### config.mk
export PLATFORM = sky130hd
export DESIGN_NAME = imem_stream_loader
export DESIGN_NICKNAME = d
export VERILOG_FILES = /design/src/rtl/imem_stream_loader.sv
export SDC_FILE = /design/constraint.sdc
export NUM_CORES = 1
export LEC_CHECK = 0
export CAP_MARGIN = 20
export CELL_PAD_IN_SITES_DETAIL_PLACEMENT = 1
export CELL_PAD_IN_SITES_GLOBAL_PLACEMENT = 2
export CORE_MARGIN = 10
export CORE_UTILIZATION = 35
export CTS_CLUSTER_DIAMETER = 100
export CTS_CLUSTER_SIZE = 28
export DETAILED_ROUTE_END_ITERATION = 10
export HOLD_SLACK_MARGIN = 0.12
export PLACE_DENSITY = 0.75
export SYNTH_ARGS = -nofsm -noshare
export SYNTH_HDL_FRONTEND = slang
export SYNTH_SLANG_ARGS = --single-unit
### constraint.sdc
create_clock -name clk -period 5.6 [get_ports clk]
set_clock_uncertainty 0.15 [all_clocks]
set_input_delay 0.56 -clock clk [delete_from_list [all_inputs] [get_ports clk]]
set_output_delay 0.56 -clock clk [all_outputs]
set_load 0.02 [all_outputs]
### src/rtl/imem_stream_loader.sv
// rtl/imem_stream_loader.sv - loads a length-prefixed little-endian byte stream into instruction memory
module imem_stream_loader #(
    parameter int unsigned MEM_WORDS = 16384,
    parameter logic [31:0] BASE_ADDR = 32'h0000_0000
) (
    input  logic        clk,
    input  logic        rst_n,
    input  logic        start,
    input  logic        byte_valid,
    input  logic [7:0]  byte_data,
    output logic        byte_ready,
    output logic        wr_en,
    output logic [31:0] wr_addr,
    output logic [31:0] wr_data,
    output logic        cpu_hold,
    output logic        busy,
    output logic        done,
    output logic        error
);

    localparam logic [2:0] S_IDLE  = 3'd0;
    localparam logic [2:0] S_HDR   = 3'd1;
    localparam logic [2:0] S_DATA  = 3'd2;
    localparam logic [2:0] S_WRITE = 3'd3;
    localparam logic [2:0] S_DONE  = 3'd4;
    localparam logic [2:0] S_ERR   = 3'd5;

    logic [2:0]  state;
    logic [2:0]  state_nx;
    logic [1:0]  byte_idx;
    logic [31:0] hdr_count;
    logic [31:0] word_cnt;
    logic [31:0] asm_word;
    logic [31:0] hdr_shift;
    logic [31:0] asm_shift;
    logic        xfer;
    logic        last_byte;
    logic        restart;

    assign xfer      = byte_valid && byte_ready;
    assign last_byte = xfer && (byte_idx == 2'd3);
    assign restart   = start && ((state == S_IDLE) || (state == S_DONE) || (state == S_ERR));

    // Bytes arrive LSB first, so each new byte enters at the top and slides down.
    assign hdr_shift = {byte_data, hdr_count[31:8]};
    assign asm_shift = {byte_data, asm_word[31:8]};

    always_comb begin
        state_nx = state;
        case (state)
            S_IDLE, S_DONE, S_ERR: begin
                if (start) state_nx = S_HDR;
            end
            S_HDR: begin
                if (last_byte) begin
                    if (hdr_shift == 32'd0)
                        state_nx = S_DONE;
                    else if (hdr_shift > 32'(MEM_WORDS))
                        state_nx = S_ERR;
                    else
                        state_nx = S_DATA;
                end
            end
            S_DATA: begin
                if (last_byte) state_nx = S_WRITE;
            end
            S_WRITE: begin
                state_nx = ((word_cnt + 32'd1) == hdr_count) ? S_DONE : S_DATA;
            end
            default: state_nx = S_IDLE;
        endcase
    end

    always_ff @(posedge clk or negedge rst_n) begin
        if (!rst_n) begin
            state      <= S_IDLE;
            byte_idx   <= 2'd0;
            hdr_count  <= 32'd0;
            word_cnt   <= 32'd0;
            asm_word   <= 32'd0;
            byte_ready <= 1'b0;
            wr_en      <= 1'b0;
            wr_addr    <= BASE_ADDR;
            wr_data    <= 32'd0;
            cpu_hold   <= 1'b1;
            busy       <= 1'b0;
            done       <= 1'b0;
            error      <= 1'b0;
        end else begin
            state <= state_nx;

            // Outputs follow the next state so they are flop-driven and aligned with it.
            byte_ready <= (state_nx == S_HDR) || (state_nx == S_DATA);
            wr_en      <= (state_nx == S_WRITE);
            busy       <= (state_nx == S_HDR) || (state_nx == S_DATA) || (state_nx == S_WRITE);
            done       <= (state_nx == S_DONE);
            error      <= (state_nx == S_ERR);
            cpu_hold   <= (state_nx != S_DONE);

            if (restart) begin
                byte_idx  <= 2'd0;
                hdr_count <= 32'd0;
                word_cnt  <= 32'd0;
                asm_word  <= 32'd0;
                wr_addr   <= BASE_ADDR;
            end

            if (xfer) begin
                byte_idx <= byte_idx + 2'd1;
                if (state == S_HDR)
                    hdr_count <= hdr_shift;
                else
                    asm_word <= asm_shift;
            end

            if ((state == S_DATA) && last_byte)
                wr_data <= asm_shift;

            // Address advances only after the write so it is stable through WRITE.
            if (state == S_WRITE) begin
                word_cnt <= word_cnt + 32'd1;
                wr_addr  <= wr_addr + 32'd4;
            end
        end
    end

endmodule

==> results of run 1 <==
[logic make-up (layout without fill, tap and decap cells)]
| kind of cell | count (synthesis) | in the layout | share of synthesized area [%] |
|---|---|---|---|
| multiplexers | 37 | 37 | 5.075 |
| buffers and inverters | 67 | 128 | 3.414 |
| adder cells (fa/ha/maj) | 3 | 3 | 0.4614 |
| other | 1 | 3 | 0.04610 |
| AND/OR/NAND/NOR | 364 | 364 | 21.38 |
| AO/OA/AOI/OAI | 212 | 212 | 15.03 |
| flip-flops | 161 | 161 | 49.54 |
| XOR/XNOR | 47 | 47 | 5.060 |
[power by group through the flow]
stage / sequential [mW] / clock, mW / combinational [mW]
2_1_floorplan: 1.82 / 0 / 0.840
4_1_cts: 1.94 / 1.28 / 1.23
3_5_place_dp: 1.96 / 0 / 1.22
5_1_grt: 2.00 / 1.33 / 1.38
6_report: 1.93 / 1.24 / 1.21
3_3_place_gp: 1.95 / 0 / 1.19
[state kept, by name, indices dropped and copies added, names as in the netlist]
register	count
asm_word	24
busy	1
byte_idx	2
byte_ready	1
cpu_hold	1
done	1
error	1
hdr_count	32
state	3
word_cnt	32
wr_addr	30
wr_data	32
wr_en	1
[Yosys cell counts (2+ instances only)]
master	count
buf_1	2
or3_1	6
a41oi_1	2
buf_2	6
nand2_1	183
a21o_1	2
xor2_1	12
nor2_1	31
a31oi_1	11
o2111ai_1	2
ha_1	3
and3_1	13
nand2b_1	4
mux2i_1	3
nor4_1	16
a22o_1	3
nand3_1	33
o31ai_1	18
and2_1	5
inv_1	5
buf_4	3
dfrtp_1	160
mux2_2	34
nand3b_1	3
o21ai_0	135
nand4_1	28
o211ai_1	4
xnor2_1	35
nor2b_1	10
nor3_1	12
and4_1	6
o41ai_1	4
clkbuf_1	50
a21oi_1	20
or4_1	5
[placed cells by master, fill, tap and decap left out, types with 3 or more instances in the layout]
cell	n
and4_1	6
clkdlybuf4s50_1	78
a22o_1	3
clkbuf_16	17
o21ai_0	135
clkinv_8	8
buf_4	11
or3_1	6
nand3_1	33
nand2_1	182
a31oi_1	11
and2_1	4
xnor2_1	35
or4_1	5
nor3_1	10
o31ai_1	18
mux2_2	34
nand4_1	28
inv_6	3
nor2b_1	10
o211ai_1	4
a21oi_1	20
mux2i_1	3
inv_1	5
and3_1	13
ha_1	3
nor2_1	30
nor3_2	3
nand3b_1	3
nand2b_1	4
xor2_1	12
dfrtp_1	160
nor4_1	16
o41ai_1	4
[layer usage]
layer  part of all wire, %  vias up
met4                  0.72        0
li1                      -     3278
met3                   4.3       14
met5                     0        -
met2                    47      108
met1                    48     3419
[per-stage QoR]
stage	instance area [um2]	setup slack, ps	instances	hold slack [ps]
CTS	9814	2062	1267	344.6
global placement	9163	2087	1234	335.6
floorplan	8139	2843	893	114.4
finish	9817	2070	1268	338.7
detailed placement	9163	2088	1234	334.1
global route	9814	1684	1267	375.6
[area by class of cell]
class	count	share of cell area, %
clock inverters	15	2.205
multi-input cells	665	39.19
clock buffers	17	4.333
repair buffers	91	9.011
diodes	1	0.02549
inverters	5	0.1912
flip-flops and latches	161	41.05
well taps	313	3.989
[final timing paths]
check / slack (ps) / end / cells after the start
max: 2070 / done / 9
min: 340 / wr_addr[31] / 1
max reg2reg: 2070 / done / 9
min reg2reg: 340 / wr_addr[31] / 1
max in group asynchronous: 3530 / hdr_count[23] / 3
min in group asynchronous: 540 / word_cnt[22] / 2
[timing repair]
action | CTS | global route
endpoints found under the hold margin | 57 | 0
hold buffers | 1 | 0
resized for setup | 0 | 0
==> impl_results.md, run 1 <==
* Run status: finished clean
* Avg Cell Area, Syn at 9.120 um2
* Max clock buf depth at 2
* DP HPWL at 16.18 mm
* Antenna-violating nets left at 0
* Share of layout cells above drive strength 1 at about a tenth
* Post-synth top flop: dfrtp_1
* Critical Path, Cell by Cell: ha_1 > nand4_1 > nor4_1 > nand4_1 > o2111a_1 > nor4_1 > nand4_1 > o21ai_2 > nor2b_1
* CP arrival at 3740 ps
* R2R Path Start: word_cnt[0]
* Register Area at 4030 um2
* Setup TNS at 0 ps
* Most frequent CP cell: nand4_1
* Worst path slowest cell: nor4_1
* Global-route wire length before repair at 39.84 mm
* Crit path required time at 5810 ps
* Die Area at 29,740 um2
* Yosys Warn Count at 0
* Antenna violations before repair at 1
* DRC viols at 0
* # setup viols final at 0
* RSZ-0062 raised after global routing: false
* Crit path largest cell delay at 850 ps
* Top area cells in the synthesized netlist: dfrtp_1 49%, nand2_1 8.4%, o21ai_0 8.3%, mux2_2 4.7%, xnor2_1 3.8%
* Vias in the first global route at slightly above 7,000
* CP endpoint kind: flop
* Core area at 22,780 um2
* Min-Delay Path Class: reg -> reg
* Tot GR Track Use at 16.70%
* Overflow left after global routing at 0
* Clock power frac at 28.3%
* Initial cell density of the core at 35.72%
* Sw power at between 1.5 and 2 mW
* Sequential-to-total area share from yosys stat at 49.54%
* CTS tree: done
* Ys async rst share at 100.0%
* Clock Latency Late Sink at 440 ps
* Die W at 172.5 um
* Met3 Use GR at 4.195%
* Via count at 6,819
* Gpl congestion at 0.7940
* Root Driver: clkbuf_16
* Synth Register Bits at ~160
* Max Cap Viol at 0
* Syn-to-layout area delta at 20.67%
* Crit Path Class: reg -> reg
* Tightest Pin Transition at a little under 1000 ps
* Worst hold start: wr_addr[31]
* Crit path time final at 3530 ps
* Tot Pwr at around 4.4 mW
* Maximum VDD drop at 212.7 uV
* Delay-heaviest family, CP: simple AND/OR/NAND/NOR gates
* Routed WL at roughly 24 mm
* M2 GR Usage at 27.17%
* Top Usage Layer GRT: met2
* Site Rows at 55
* Die Y at 172.5 um
* Slew headroom at roughly a third
* Sink Count at 161
* Post-synth EDFFs at 0
* H-tree Lvls at 4
* Pin count of the biggest net entering global routing at 60
* I/O pin cnt at 82
* Crit path launch: word_cnt[0]
* Sequential Power Share at 44.1%
* Cells after Synth at 892
* Fill cells at 2,601
* Num CTS Buffers at 17
* Clock-pin slew on the worst setup and hold paths at 70 ps
* Starting DRT DRC Count at 371
* Final hold viol count at 0
* Fmax at 0.2833 GHz
* GR Layer Usage met1 at 22.05%
* Leak at 4.018 nW
* Final period utilization at a little over three fifths
* Via/cell ratio at 5.378
* CP Launch Type: flop
* Port buffer count at 79
* Cell Pwr Density at 446.2 nW/um2
* Area of the multi-input gates at just under 4000 um2
* Cell variety after synth at 58
* CP Max Fanout at 9
* Area leader, netlist: dfrtp_1
* Fin util at 43.10%
* Post-CTS setup buffer count at 0
* Final Slew Violations at 0
* Nets at about 960
* Switching share of total power at 39.15%
* Internal Power at roughly 2.7 mW
* TritonRoute pass-1 iters at 4
* Wire length per cell at 18.81 um
* Synth top area share at 49.22%
* Gate power share at 27.6%
* Buf/Inv on CP at 0
* Syn Std Cell Area at 8135 um2
Note: power is estimated with default switching activity, not from simulation.
==> run 2, diff against run 1 <==
==> constraint.sdc (replaced) <==
create_clock -name clk -period 3.5 [get_ports clk]
set_clock_uncertainty 0.15 [all_clocks]
set_input_delay 0.35 -clock clk [delete_from_list [all_inputs] [get_ports clk]]
set_output_delay 0.35 -clock clk [all_outputs]
set_load 0.02 [all_outputs]
==> run 2 against run 1 <==
Count of clock-buffer cells in the layout did not move. Via count rose by 0.29%. Register-to-register slack got worse by 1700 ps. Combinational power rose by 62%. Die area did not move. Core utilization rose by 0.54 points. Non-clock buffer count rose by 18. Critical path depth did not move. First-iteration DRC count rose by 11%. Cell area rose by 1.3%. Sequential share of layout area fell by 0.51 points. Highest routed layer unchanged.
==> impl_results.md, run 2 (same netlist as run 1, synthesis figures left out) <==
* Run status: finished clean
* Share of layout cells above drive strength 1 at 11.32% (+1.7 points)
* Final Instance Area at 9941 um2 (+1.3%)
* # setup viols final at 0 (unchanged)
* RSZ-0062 raised after global routing: false
* Syn-to-layout area delta at 22.19%
* Initial cell density of the core at 35.72% (unchanged)
* CP arrival at 3330 ps (-410 ps)
* CP endpoint kind: flop
* CTS tree: done
* Crit path required time at 3710 ps (-2100 ps)
* Pin count of the biggest net entering global routing at 84 (+40%)
* Clock Latency Late Sink at 430 ps (about the same)
* Crit path time final at 3120 ps (-409.3 ps)
* Routed WL at 24.30 mm (+1.9%)
* DRC viols at 0 (unchanged)
* Switching share of total power at 39.37% (+0.22 points)
* Internal Power at 4.204 mW (+58%)
* # placed instances at 1,252 (+1.5%)
* Num CTS Buffers at 17 (unchanged)
* TritonRoute pass-1 iters at 4 (unchanged)
* Layout Cells excl Fill at 1,286 (+1.4%)
* Clock-pin slew on the worst setup and hold paths at 80 ps (about the same)
* Clock power frac at 27.4% (-0.9 points)
* Tightest Pin Transition at 964.4 ps (-7.370 ps)
* Leak at 4.099 nW (+2.0%)
* I/O pin cnt at 82 (unchanged)
* Antenna-violating nets left at 0 (unchanged)
* Setup TNS at 0 ps (unchanged)
* Wire length per cell at 18.90 um (+0.45%)
* Via count at 6,839 (+0.29%)
* CP Max Fanout at 8 (-1)
* Max clock buf depth at 2 (unchanged)
* Site Rows at 55 (unchanged)
* Gate power share at 28.2% (+0.6 points)
* Nets at 974 (+1.9%)
* Maximum VDD drop at 327.8 uV (+54%)
* Final hold viol count at 0 (unchanged)
* Max Cap Viol at 0 (unchanged)
* Tot GR Track Use at 16.79% (+0.094 points)
* H-tree Lvls at 4 (unchanged)
* Most frequent CP cell: nand2_1
* Slew headroom at 35.71% (+0.69 points)
* Biggest regs: hdr_count x32, word_cnt x32, wr_data x32
* Gpl congestion at 0.8669 (+9.2%)
* Fmax at 0.3205 GHz (+13%)
* Die W at 172.5 um (unchanged)
* Post-CTS setup buffer count at 0 (unchanged)
* Global-route wire length before repair at 39.65 mm (-0.48%)
* Crit path largest cell delay at 570 ps (-280 ps)
* Worst path slowest cell: nor4_1
* Vias in the first global route at 7,099 (-0.84%)
* Core area at 22,780 um2 (unchanged)
* DP HPWL at 17.04 mm (+5.3%)
* Crit Path Class: reg -> reg
* Final hold slack at 344.0 ps (+5.255 ps)
* Sink Count at 161 (unchanged)
* Starting DRT DRC Count at 413 (+11%)
* Min-Delay Path Class: reg -> reg
* Sequential Power Share at 44.4% (+0.3 points)
* Cell Pwr Density at 697.5 nW/um2 (+56%)
* Final period utilization at 89.15% (+26 points)
* Die Area at 29,740 um2 (unchanged)
* CP Launch Type: flop
* Sw power at 2.730 mW (+59%)
* Most common cell after layout, fill and taps aside: nand2_1
* Root Driver: clkbuf_16
* Area after DPL at 9309 um2 (+1.6%)
* Port buffer count at 79 (unchanged)
* Die Y at 172.5 um (unchanged)
* Via/cell ratio at 5.318 (-1.1%)
* Final Slew Violations at 0 (unchanged)
* Antenna violations before repair at 1 (unchanged)
* Overflow left after global routing at 0 (unchanged)
* Tot Pwr at 6.934 mW (+58%)
* Commonest non-fill, non-tap cells in the layout: 182 x nand2_1, 160 x dfrtp_1, 135 x o21ai_0
* Critical Path, Cell by Cell: ha_1 > and4_1 > nand2_1 > nor4_1 > nand2_1 > a2111oi_2 > nand4_1 > o21ai_2 > nor2b_1
## run 2: cell count changes in the layout (fill, tap and decap cells not counted), sizes merged
cell | before | now
buf | 12 | 30
bufinv | 1 | 0
clkinv | 8 | 9
clkinvlp | 1 | 0
inv | 10 | 11
## run 2: metrics by stage
step                utilization [%]  worst slack, ps
finish                        43.64            379.7
global route                  43.63            39.21
CTS                           43.61            259.8
detailed placement            40.87            287.2
global placement              40.87            376.4
floorplan                         -            743.0
## run 2: path summary, 6_finish.rpt
path                                  start            to  slack [ps]  depth (start not counted)
worst max-delay path            word_cnt[0]          done         380                          9
worst min-delay path            wr_addr[31]   wr_addr[31]         340                          1
worst max register to register  word_cnt[0]          done         380                          9
worst min register to register  wr_addr[31]   wr_addr[31]         340                          1
max in group asynchronous             rst_n  word_cnt[28]        1990                          3
min in group asynchronous             rst_n   word_cnt[6]         390                          2
## run 2: routing by layer
layer / track usage (%) / share of wire (%) / routed length, um / vias to the layer above
met5: 0 / 0 / 0 / -
met4: 4.685 / 1.0 / 253 / 0
met3: 4.104 / 4.4 / 1072 / 19
met2: 26.75 / 48 / 11570 / 97
met1: 22.17 / 47 / 11410 / 3410
li1: - / - / - / 3313
## run 2: power by group through the flow
stage	combinational, mW	clock (mW)	sequential (mW)
final	1.96	1.90	3.08
after global placement	1.94	0	3.11
after detailed placement	1.98	0	3.12
after global routing	2.22	2.05	3.18
after floorplan	1.34	0	2.92
after CTS	1.99	1.96	3.09
## run 2: cell type report
class / instances / area (um2)
Timing Repair Buffer: 109 / 1032
Clock buffer: 17 / 425.4
Tap cell: 313 / 391.6
Fill cell: 2579 / 12840
Clock inverter: 15 / 188.9
Sequential cell: 161 / 4030
Inverter: 5 / 18.77
Multi-Input combinational cell: 665 / 3851
Antenna cell: 1 / 2.502
## run 2: critical path: cells and delay by family, from the launching register on
family	cells	cell delay (ps)
adder cells (fa/ha/maj)	1	340
AND/OR/NAND/NOR	6	1530
flip-flops	1	440
AO/OA/AOI/OAI	2	610
## run 2: what timing repair did
action / CTS / global route
hold buffers: 1 / 0
setup endpoints to repair: 0 / 3
hold endpoints to repair: 77 / 0
resized for setup: 0 / 2
